### src/rtl/lookup_type_pipe_if.sv
// Lookup request/result, rule configuration and readback signals of lookup_type_pipe.
// The parameters here must match the ones given to the lookup_type_pipe instance.
interface lookup_type_pipe_if #(
  parameter int unsigned RULE_NUM     = 8,
  parameter int unsigned TYPE_NUM     = 2,
  parameter int unsigned TYPE_WIDTH   = 16,
  parameter int unsigned RESULT_WIDTH = 32,
  parameter int unsigned CNT_WIDTH    = 16
);
  localparam int unsigned ADDR_WIDTH = (RULE_NUM > 1) ? $clog2(RULE_NUM) : 1;
  localparam int unsigned KEY_WIDTH  = TYPE_NUM * TYPE_WIDTH;
  localparam int unsigned RD_WIDTH   = 1 + 2 * KEY_WIDTH + RESULT_WIDTH;

  logic                    i_valid;
  logic [KEY_WIDTH-1:0]    i_type;
  logic                    o_valid;
  logic                    o_hit;
  logic [ADDR_WIDTH-1:0]   o_hit_idx;
  logic [RESULT_WIDTH-1:0] o_result;

  logic                    i_cfg_wren;
  logic                    i_cfg_rden;
  logic [ADDR_WIDTH-1:0]   i_cfg_addr;
  logic                    i_cfg_rule_valid;
  logic [KEY_WIDTH-1:0]    i_cfg_data;
  logic [KEY_WIDTH-1:0]    i_cfg_mask;
  logic [RESULT_WIDTH-1:0] i_cfg_result;
  logic                    i_def_wren;
  logic [RESULT_WIDTH-1:0] i_def_result;
  logic                    i_cnt_clr;
  logic                    o_cfg_rd_valid;
  logic [RD_WIDTH-1:0]     o_cfg_rd_rule;
  logic [CNT_WIDTH-1:0]    o_cfg_rd_cnt;

  modport master (
    output i_valid, i_type,
    output i_cfg_wren, i_cfg_rden, i_cfg_addr, i_cfg_rule_valid,
    output i_cfg_data, i_cfg_mask, i_cfg_result,
    output i_def_wren, i_def_result, i_cnt_clr,
    input  o_valid, o_hit, o_hit_idx, o_result,
    input  o_cfg_rd_valid, o_cfg_rd_rule, o_cfg_rd_cnt
  );

  modport slave (
    input  i_valid, i_type,
    input  i_cfg_wren, i_cfg_rden, i_cfg_addr, i_cfg_rule_valid,
    input  i_cfg_data, i_cfg_mask, i_cfg_result,
    input  i_def_wren, i_def_result, i_cnt_clr,
    output o_valid, o_hit, o_hit_idx, o_result,
    output o_cfg_rd_valid, o_cfg_rd_rule, o_cfg_rd_cnt
  );
endinterface

### src/rtl/lookup_type_pipe.sv
// Pipelined ternary type lookup: lowest-index matching rule wins, default result on miss,
// per-rule saturating hit counters and a registered rule/counter readback port.
module lookup_type_pipe #(
  parameter int unsigned RULE_NUM     = 8,
  parameter int unsigned TYPE_NUM     = 2,
  parameter int unsigned TYPE_WIDTH   = 16,
  parameter int unsigned RESULT_WIDTH = 32,
  parameter int unsigned CNT_WIDTH    = 16,
  parameter int unsigned LATENCY      = 2
) (
  input  logic              i_clk,
  input  logic              i_rst_n,
  lookup_type_pipe_if.slave bus
);
  localparam int unsigned ADDR_WIDTH = (RULE_NUM > 1) ? $clog2(RULE_NUM) : 1;
  localparam int unsigned KEY_WIDTH  = TYPE_NUM * TYPE_WIDTH;
  localparam int unsigned RD_WIDTH   = 1 + 2 * KEY_WIDTH + RESULT_WIDTH;

  logic [RULE_NUM-1:0]     rule_valid;
  logic [KEY_WIDTH-1:0]    rule_data   [RULE_NUM];
  logic [KEY_WIDTH-1:0]    rule_mask   [RULE_NUM];
  logic [RESULT_WIDTH-1:0] rule_result [RULE_NUM];
  logic [CNT_WIDTH-1:0]    hit_cnt     [RULE_NUM];
  logic [RESULT_WIDTH-1:0] def_result;

  logic [RULE_NUM-1:0]     wr_sel;
  logic [RULE_NUM-1:0]     hit_vec;
  logic                    fin_valid;
  logic [RULE_NUM-1:0]     fin_hit_vec;
  logic                    sel_hit;
  logic [ADDR_WIDTH-1:0]   sel_idx;
  logic [RESULT_WIDTH-1:0] sel_result;
  logic [RD_WIDTH-1:0]     rd_rule;
  logic [CNT_WIDTH-1:0]    rd_cnt;

  // Write decode; an address beyond the last rule selects nothing and is dropped.
  always_comb begin
    wr_sel = '0;
    for (int i = 0; i < int'(RULE_NUM); i++) begin
      wr_sel[i] = bus.i_cfg_wren && (bus.i_cfg_addr == ADDR_WIDTH'(i));
    end
  end

  always_ff @(posedge i_clk or negedge i_rst_n) begin
    if (!i_rst_n) begin
      rule_valid <= '0;
    end else begin
      for (int i = 0; i < int'(RULE_NUM); i++) begin
        if (wr_sel[i]) rule_valid[i] <= bus.i_cfg_rule_valid;
      end
    end
  end

  // Rule payload is qualified by rule_valid, so it carries no reset.
  always_ff @(posedge i_clk) begin
    for (int i = 0; i < int'(RULE_NUM); i++) begin
      if (wr_sel[i]) begin
        rule_data[i]   <= bus.i_cfg_data;
        rule_mask[i]   <= bus.i_cfg_mask;
        rule_result[i] <= bus.i_cfg_result;
      end
    end
  end

  always_ff @(posedge i_clk or negedge i_rst_n) begin
    if (!i_rst_n) begin
      def_result <= '0;
    end else if (bus.i_def_wren) begin
      def_result <= bus.i_def_result;
    end
  end

  // Whole-key compare equals the per-field compare since fields are disjoint slices.
  always_comb begin
    hit_vec = '0;
    for (int i = 0; i < int'(RULE_NUM); i++) begin
      hit_vec[i] = rule_valid[i] && ((rule_mask[i] & bus.i_type) == rule_data[i]);
    end
  end

  generate
    if (LATENCY == 2) begin : g_lat2
      logic                s1_valid;
      logic [RULE_NUM-1:0] s1_hit_vec;

      always_ff @(posedge i_clk or negedge i_rst_n) begin
        if (!i_rst_n) begin
          s1_valid   <= 1'b0;
          s1_hit_vec <= '0;
        end else begin
          s1_valid <= bus.i_valid;
          if (bus.i_valid) s1_hit_vec <= hit_vec;
        end
      end

      assign fin_valid   = s1_valid;
      assign fin_hit_vec = s1_hit_vec;
    end else begin : g_lat1
      assign fin_valid   = bus.i_valid;
      assign fin_hit_vec = hit_vec;
    end
  endgenerate

  // Priority select: scanning downward leaves the lowest hit index as the winner.
  always_comb begin
    sel_hit    = |fin_hit_vec;
    sel_idx    = '0;
    sel_result = def_result;
    for (int i = int'(RULE_NUM) - 1; i >= 0; i--) begin
      if (fin_hit_vec[i]) begin
        sel_idx    = ADDR_WIDTH'(i);
        sel_result = rule_result[i];
      end
    end
  end

  always_ff @(posedge i_clk or negedge i_rst_n) begin
    if (!i_rst_n) begin
      bus.o_valid   <= 1'b0;
      bus.o_hit     <= 1'b0;
      bus.o_hit_idx <= '0;
      bus.o_result  <= '0;
    end else begin
      bus.o_valid <= fin_valid;
      if (fin_valid) begin
        bus.o_hit     <= sel_hit;
        bus.o_hit_idx <= sel_idx;
        bus.o_result  <= sel_result;
      end
    end
  end

  // Counter update order: global clear, then per-rule rewrite, then saturating increment.
  always_ff @(posedge i_clk or negedge i_rst_n) begin
    if (!i_rst_n) begin
      for (int i = 0; i < int'(RULE_NUM); i++) hit_cnt[i] <= '0;
    end else begin
      for (int i = 0; i < int'(RULE_NUM); i++) begin
        if (bus.i_cnt_clr) begin
          hit_cnt[i] <= '0;
        end else if (wr_sel[i]) begin
          hit_cnt[i] <= '0;
        end else if (fin_valid && sel_hit && (sel_idx == ADDR_WIDTH'(i)) && !(&hit_cnt[i])) begin
          hit_cnt[i] <= hit_cnt[i] + CNT_WIDTH'(1);
        end
      end
    end
  end

  always_comb begin
    rd_rule = '0;
    rd_cnt  = '0;
    for (int i = 0; i < int'(RULE_NUM); i++) begin
      if (bus.i_cfg_addr == ADDR_WIDTH'(i)) begin
        rd_rule = {rule_valid[i], rule_data[i], rule_mask[i], rule_result[i]};
        rd_cnt  = hit_cnt[i];
      end
    end
  end

  always_ff @(posedge i_clk or negedge i_rst_n) begin
    if (!i_rst_n) begin
      bus.o_cfg_rd_valid <= 1'b0;
      bus.o_cfg_rd_rule  <= '0;
      bus.o_cfg_rd_cnt   <= '0;
    end else begin
      bus.o_cfg_rd_valid <= bus.i_cfg_rden;
      if (bus.i_cfg_rden) begin
        bus.o_cfg_rd_rule <= rd_rule;
        bus.o_cfg_rd_cnt  <= rd_cnt;
      end
    end
  end

endmodule

### src/flat_wrapper.sv
// flat-port wrapper written by rule: the top's interface ports become plain ports
module lookup_type_pipe_flat 
#(
  parameter int unsigned RULE_NUM     = 8,
  parameter int unsigned TYPE_NUM     = 2,
  parameter int unsigned TYPE_WIDTH   = 16,
  parameter int unsigned RESULT_WIDTH = 32,
  parameter int unsigned CNT_WIDTH    = 16,
  parameter int unsigned LATENCY      = 2
)
  (i_clk, i_rst_n, bus_i_valid, bus_i_type, bus_i_cfg_wren, bus_i_cfg_rden, bus_i_cfg_addr, bus_i_cfg_rule_valid, bus_i_cfg_data, bus_i_cfg_mask, bus_i_cfg_result, bus_i_def_wren, bus_i_def_result, bus_i_cnt_clr, bus_o_valid, bus_o_hit, bus_o_hit_idx, bus_o_result, bus_o_cfg_rd_valid, bus_o_cfg_rd_rule, bus_o_cfg_rd_cnt);
  lookup_type_pipe_if #(.RULE_NUM(RULE_NUM), .TYPE_NUM(TYPE_NUM), .TYPE_WIDTH(TYPE_WIDTH), .RESULT_WIDTH(RESULT_WIDTH), .CNT_WIDTH(CNT_WIDTH)) bus_i ();
  input  logic i_clk;
  input  logic i_rst_n;
  input wire logic [$bits(bus_i.i_valid)-1:0] bus_i_valid;
  input wire logic [$bits(bus_i.i_type)-1:0] bus_i_type;
  input wire logic [$bits(bus_i.i_cfg_wren)-1:0] bus_i_cfg_wren;
  input wire logic [$bits(bus_i.i_cfg_rden)-1:0] bus_i_cfg_rden;
  input wire logic [$bits(bus_i.i_cfg_addr)-1:0] bus_i_cfg_addr;
  input wire logic [$bits(bus_i.i_cfg_rule_valid)-1:0] bus_i_cfg_rule_valid;
  input wire logic [$bits(bus_i.i_cfg_data)-1:0] bus_i_cfg_data;
  input wire logic [$bits(bus_i.i_cfg_mask)-1:0] bus_i_cfg_mask;
  input wire logic [$bits(bus_i.i_cfg_result)-1:0] bus_i_cfg_result;
  input wire logic [$bits(bus_i.i_def_wren)-1:0] bus_i_def_wren;
  input wire logic [$bits(bus_i.i_def_result)-1:0] bus_i_def_result;
  input wire logic [$bits(bus_i.i_cnt_clr)-1:0] bus_i_cnt_clr;
  output wire logic [$bits(bus_i.o_valid)-1:0] bus_o_valid;
  output wire logic [$bits(bus_i.o_hit)-1:0] bus_o_hit;
  output wire logic [$bits(bus_i.o_hit_idx)-1:0] bus_o_hit_idx;
  output wire logic [$bits(bus_i.o_result)-1:0] bus_o_result;
  output wire logic [$bits(bus_i.o_cfg_rd_valid)-1:0] bus_o_cfg_rd_valid;
  output wire logic [$bits(bus_i.o_cfg_rd_rule)-1:0] bus_o_cfg_rd_rule;
  output wire logic [$bits(bus_i.o_cfg_rd_cnt)-1:0] bus_o_cfg_rd_cnt;
  assign bus_i.i_valid = bus_i_valid;
  assign bus_i.i_type = bus_i_type;
  assign bus_i.i_cfg_wren = bus_i_cfg_wren;
  assign bus_i.i_cfg_rden = bus_i_cfg_rden;
  assign bus_i.i_cfg_addr = bus_i_cfg_addr;
  assign bus_i.i_cfg_rule_valid = bus_i_cfg_rule_valid;
  assign bus_i.i_cfg_data = bus_i_cfg_data;
  assign bus_i.i_cfg_mask = bus_i_cfg_mask;
  assign bus_i.i_cfg_result = bus_i_cfg_result;
  assign bus_i.i_def_wren = bus_i_def_wren;
  assign bus_i.i_def_result = bus_i_def_result;
  assign bus_i.i_cnt_clr = bus_i_cnt_clr;
  assign bus_o_valid = bus_i.o_valid;
  assign bus_o_hit = bus_i.o_hit;
  assign bus_o_hit_idx = bus_i.o_hit_idx;
  assign bus_o_result = bus_i.o_result;
  assign bus_o_cfg_rd_valid = bus_i.o_cfg_rd_valid;
  assign bus_o_cfg_rd_rule = bus_i.o_cfg_rd_rule;
  assign bus_o_cfg_rd_cnt = bus_i.o_cfg_rd_cnt;
  lookup_type_pipe #(.RULE_NUM(RULE_NUM), .TYPE_NUM(TYPE_NUM), .TYPE_WIDTH(TYPE_WIDTH), .RESULT_WIDTH(RESULT_WIDTH), .CNT_WIDTH(CNT_WIDTH), .LATENCY(LATENCY)) u_core (.i_clk(i_clk), .i_rst_n(i_rst_n), .bus(bus_i));
endmodule
### config.mk
export PLATFORM = sky130hd
export DESIGN_NAME = lookup_type_pipe_flat
export DESIGN_NICKNAME = d
export VERILOG_FILES = /design/src/rtl/lookup_type_pipe_if.sv /design/src/rtl/lookup_type_pipe.sv /design/src/flat_wrapper.sv
export SDC_FILE = /design/constraint.sdc
export NUM_CORES = 2
export LEC_CHECK = 0
export CAP_MARGIN = 20
export CORE_MARGIN = 4
export CORE_UTILIZATION = 54
export CTS_CLUSTER_DIAMETER = 60
export DETAILED_ROUTE_END_ITERATION = 10
export PLACE_DENSITY = 0.86
export SETUP_SLACK_MARGIN = 0.3
export SLEW_MARGIN = 20
export SYNTH_ARGS = -nofsm -noshare
export SYNTH_HDL_FRONTEND = slang
export SYNTH_SLANG_ARGS = --single-unit
### constraint.sdc
create_clock -name i_clk -period 2.6 [get_ports i_clk]
set_clock_uncertainty 0.05 [all_clocks]
set_input_delay 0.78 -clock i_clk [delete_from_list [all_inputs] [get_ports i_clk]]
set_output_delay 0.78 -clock i_clk [all_outputs]
set_load 0.02 [all_outputs]
==> metrics.md <==
| Metric | Value |
|---|---|
| XOR/XNOR Fraction of Synth Area | `6.18%` |
| Prevailing post-synth register cell | `edfxtp_1` |
| Most frequent cells in the layout | `edfxtp_1, nand2_1, dfrtp_1` |
| Busiest grt layer | `met2` |
| Fin cells | `between 5000 and 6000` |
| # clock sinks | `between 1000 and 1500` |
| Netlist Area Pre-Place | `50300 um2` |
| DRC Markers | `1` |
| Req. time, crit path | `approximately 1.8 ns` |
| Clock buffer depth | `3` |
| Largest family of logic cells by synthesized area | `compound AO/OA/AOI/OAI gates` |
| Seq/Total Area, Yosys | `around 62%` |
| Hold crit path type | `input port to flip-flop` |
| Vias in the first global route | `roughly 39000` |
| Failing checks | `DRC` |
| Post-Syn Instances | `4130` |
| Final ANT Viol Nets | `0` |
| GRT Overall Usage | `between 30% and 40%` |
| Setup WS post-layout | `0.281 ns` |
| H-Tree Depth | `3` |
| Core area | `approximately 92000 um2` |
| Avg Cell Area, Syn | `12.2 um2` |
| Lkg Pwr | `roughly 0.023 uW` |
| Met3 Usage GRT | `between 9 and 10%` |
| CTS root buffer | `clkbuf_16` |
| Area grow syn2layout | `23.4%` |
| Grt met1 use | `~45%` |
| GR Layer Usage met2 | `between 50% and 60%` |
| Largest net degree at the start of global routing | `between 80 and 90` |
| Final Hold Vio Count | `0` |
| Commonest non-fill, non-tap cell in the layout | `edfxtp_1` |
| Worst slack at placement | `-0.768 ns` |
| Peak fanout along the critical path | `2` |
| Vias per cell | `roughly 6.7` |
| Tcrit/Tclk final | `~89%` |
| # placed instances | `5763` |
| Adder-Cell Fraction of Synth Area | `less than 1%` |
| Gpl congestion | `between 1 and 1.5` |
| Vias | `between 40000 and 50000` |
| RSZ-0062 raised after global routing | `true` |
| Cells along the critical path | `clkdlybuf4s15_1` |
| Die width | `between 300 and 400 um` |
| Global-route wire length before repair | `255000 um` |
| Peak supply drop | `between 0.5 and 0.6 mV` |
| Slew @ Worst Pin | `a little over 0.7 ns` |
| Async SR Flop Fraction | `roughly 30%` |
| Slew Viols, Final | `0` |
| Slowest-stage cell, CP | `dfrtp_2` |
| Routed WL per cell | `roughly 29 um` |
| Die outline height | `~310 um` |
| Grt ovf | `0` |
| Clock insertion delay at the later pin of the skew report | `roughly 0.70 ns` |
| I/O Buffers | `321` |
| Initial Util | `54.6%` |
| Crit path buf inv count | `1` |
| Post-synth EDFFs | `between 700 and 800` |
| Max_cap viols | `0` |
| Simple-gate share of the synthesized area | `9.95%` |
| #FFs+latches synth | `about 1100` |
| # IOs | `approximately 320` |
| Slowest Stage Delay on Critical Path | `0.47 ns` |
| Slew Limit Headroom | `between 50% and 60%` |
| CP Launch Type | `flip-flop` |
| Worst Path Arrival | `~1.5 ns` |
| Synth unique cells | `between 70 and 80` |
| CTS clk-pin slew, worst paths | `around 0.060 ns` |
| Syn_nets | `between 4000 and 5000` |
| Final nets | `around 4800` |
| R2r setup slk | `around 0.29 ns` |
| CTS Buf Count | `~110` |
| Max Fclk | `431 MHz` |
| CTS tree | `done` |
| Number of DRC markers in iteration 0 | `7054` |
| Row count | `111` |
| Pre-Repair DR Iteration Count | `11` |
| Critical path type | `flip-flop to output port` |
| Post-synthesis compound-gate area fraction | `about an eighth` |
| Final min period | `approximately 2.3 ns` |
| Pwr Density | `around 680 nW/um2` |
| Nature of the critical path endpoint | `output port` |
| Share of cells above drive strength 1 | `around 17%` |
| HPWL after DPL | `~120000 um` |
| Total chip power | `roughly 42000 uW` |
| Final WL | `176000 um` |
| Initial antenna violation count | `24` |
| Synth warn | `0` |
| Setup violators final | `0` |
| Mux share of post-synthesis cell area | `under 10%` |
| Outcome | `finished, violations left` |
| CP top delay family | `flip-flops` |
| Die area | `between 90000 and 100000 um2` |
[logic make-up (layout without fill, tap and decap cells)]
group / count (synthesis) / count (layout)
compound gates: 920 / 920
xor+xnor: 355 / 355
fa+ha+maj: 8 / 8
buf+inv: 385 / 997
flops: 1096 / 1096
mux: 291 / 291
other cells: 0 / 13
simple gates: 1075 / 1075
[stage by stage]
| stage | util, % | setup TNS, ns | hold slack [ns] | instance area, um2 |
|---|---|---|---|---|
| floorplan | - | -300.40 | 0.355 | 50500 |
| global placement | 63.0 | -6.24 | 0.409 | 58000 |
| detailed placement | 63.0 | -10.11 | 0.418 | 58000 |
| CTS | 67.2 | 0 | 0.293 | 61900 |
| global route | 67.4 | 0 | 0.308 | 62100 |
| finish | 67.4 | 0 | 0.321 | 62100 |
[power by group]
part	internal [uW]	switching (uW)
sequential	19500	595
clock	10400	7070
combinational	1850	2820
[Yosys cell counts, drive strengths merged (21+ instances only)]
master  count  area, um2
mux2      118       1330
a22o       85        744
inv       120        450
and3       25        156
a221oi     22        193
clkbuf    174        653
o22ai      99        619
edfxtp    768      23100
buf        90        439
nor2      267       1010
nand2     448       1680
o221ai     58        508
nor2b      33        206
xor2      199       1740
o211ai     36        275
mux2i     157       1570
o211a      47        470
a22oi      21        158
nand3      67        348
a222oi     23        230
xnor2     156       1370
nor3       38        216
nor4       42        328
nand4      85        532
a21oi     287       1440
o21ai     190        955
dfrtp     328       8210
[metal layers]
layer	part of all wire (%)	wire length, um
met4	6.5	11400
met1	34	60500
met2	45	79000
met3	14	25000
met5	0.053	93
[final cells by class]
type	instances	area, um2
clock buffer	148	3140
timing repair buffer	662	6970
inverter	121	467
sequential	1096	31300
clock inverter	66	872
antenna	13	32.5
multi-input combinational	2649	17700
tap	1243	1560
fill	6032	30000
[state kept, by name (all words and copies together), names as in the netlist]
register / flops
u_core.bus.o_cfg_rd_cnt: 16
u_core.bus.o_cfg_rd_rule: 97
u_core.bus.o_cfg_rd_valid: 1
u_core.bus.o_hit: 1
u_core.bus.o_hit_idx: 3
u_core.bus.o_result: 32
u_core.bus.o_valid: 1
u_core.def_result: 32
u_core.fin_hit_vec: 8
u_core.fin_valid: 1
u_core.hit_cnt: 128
u_core.rule_data: 256
u_core.rule_mask: 256
u_core.rule_result: 256
u_core.rule_valid: 8
[final timing paths]
kind	start	to	cells past startpoint
max in group asynchronous	i_rst_n	u_core.hit_cnt[127]	3
max reg2reg	u_core.fin_hit_vec[4]	u_core.bus.o_result[8]	7
min	bus_i_cfg_rden	u_core.bus.o_cfg_rd_rule[60]	2
min in group asynchronous	i_rst_n	u_core.rule_valid[6]	2
max	u_core.bus.o_result[4]	bus_o_result[4]	1
min reg2reg	u_core.rule_result[1][100]	u_core.bus.o_cfg_rd_rule[4]	2
[what timing repair did]
item                                    CTS  global route
cloned                                    0             1
setup buffers                             0             6
hold buffers                              1             0
gates resized for setup                 230            21
endpoints found under the setup margin  154            41
pin swaps                                 1             0
endpoints found under the hold margin     5             0
Power figures use the tool's default switching activity.
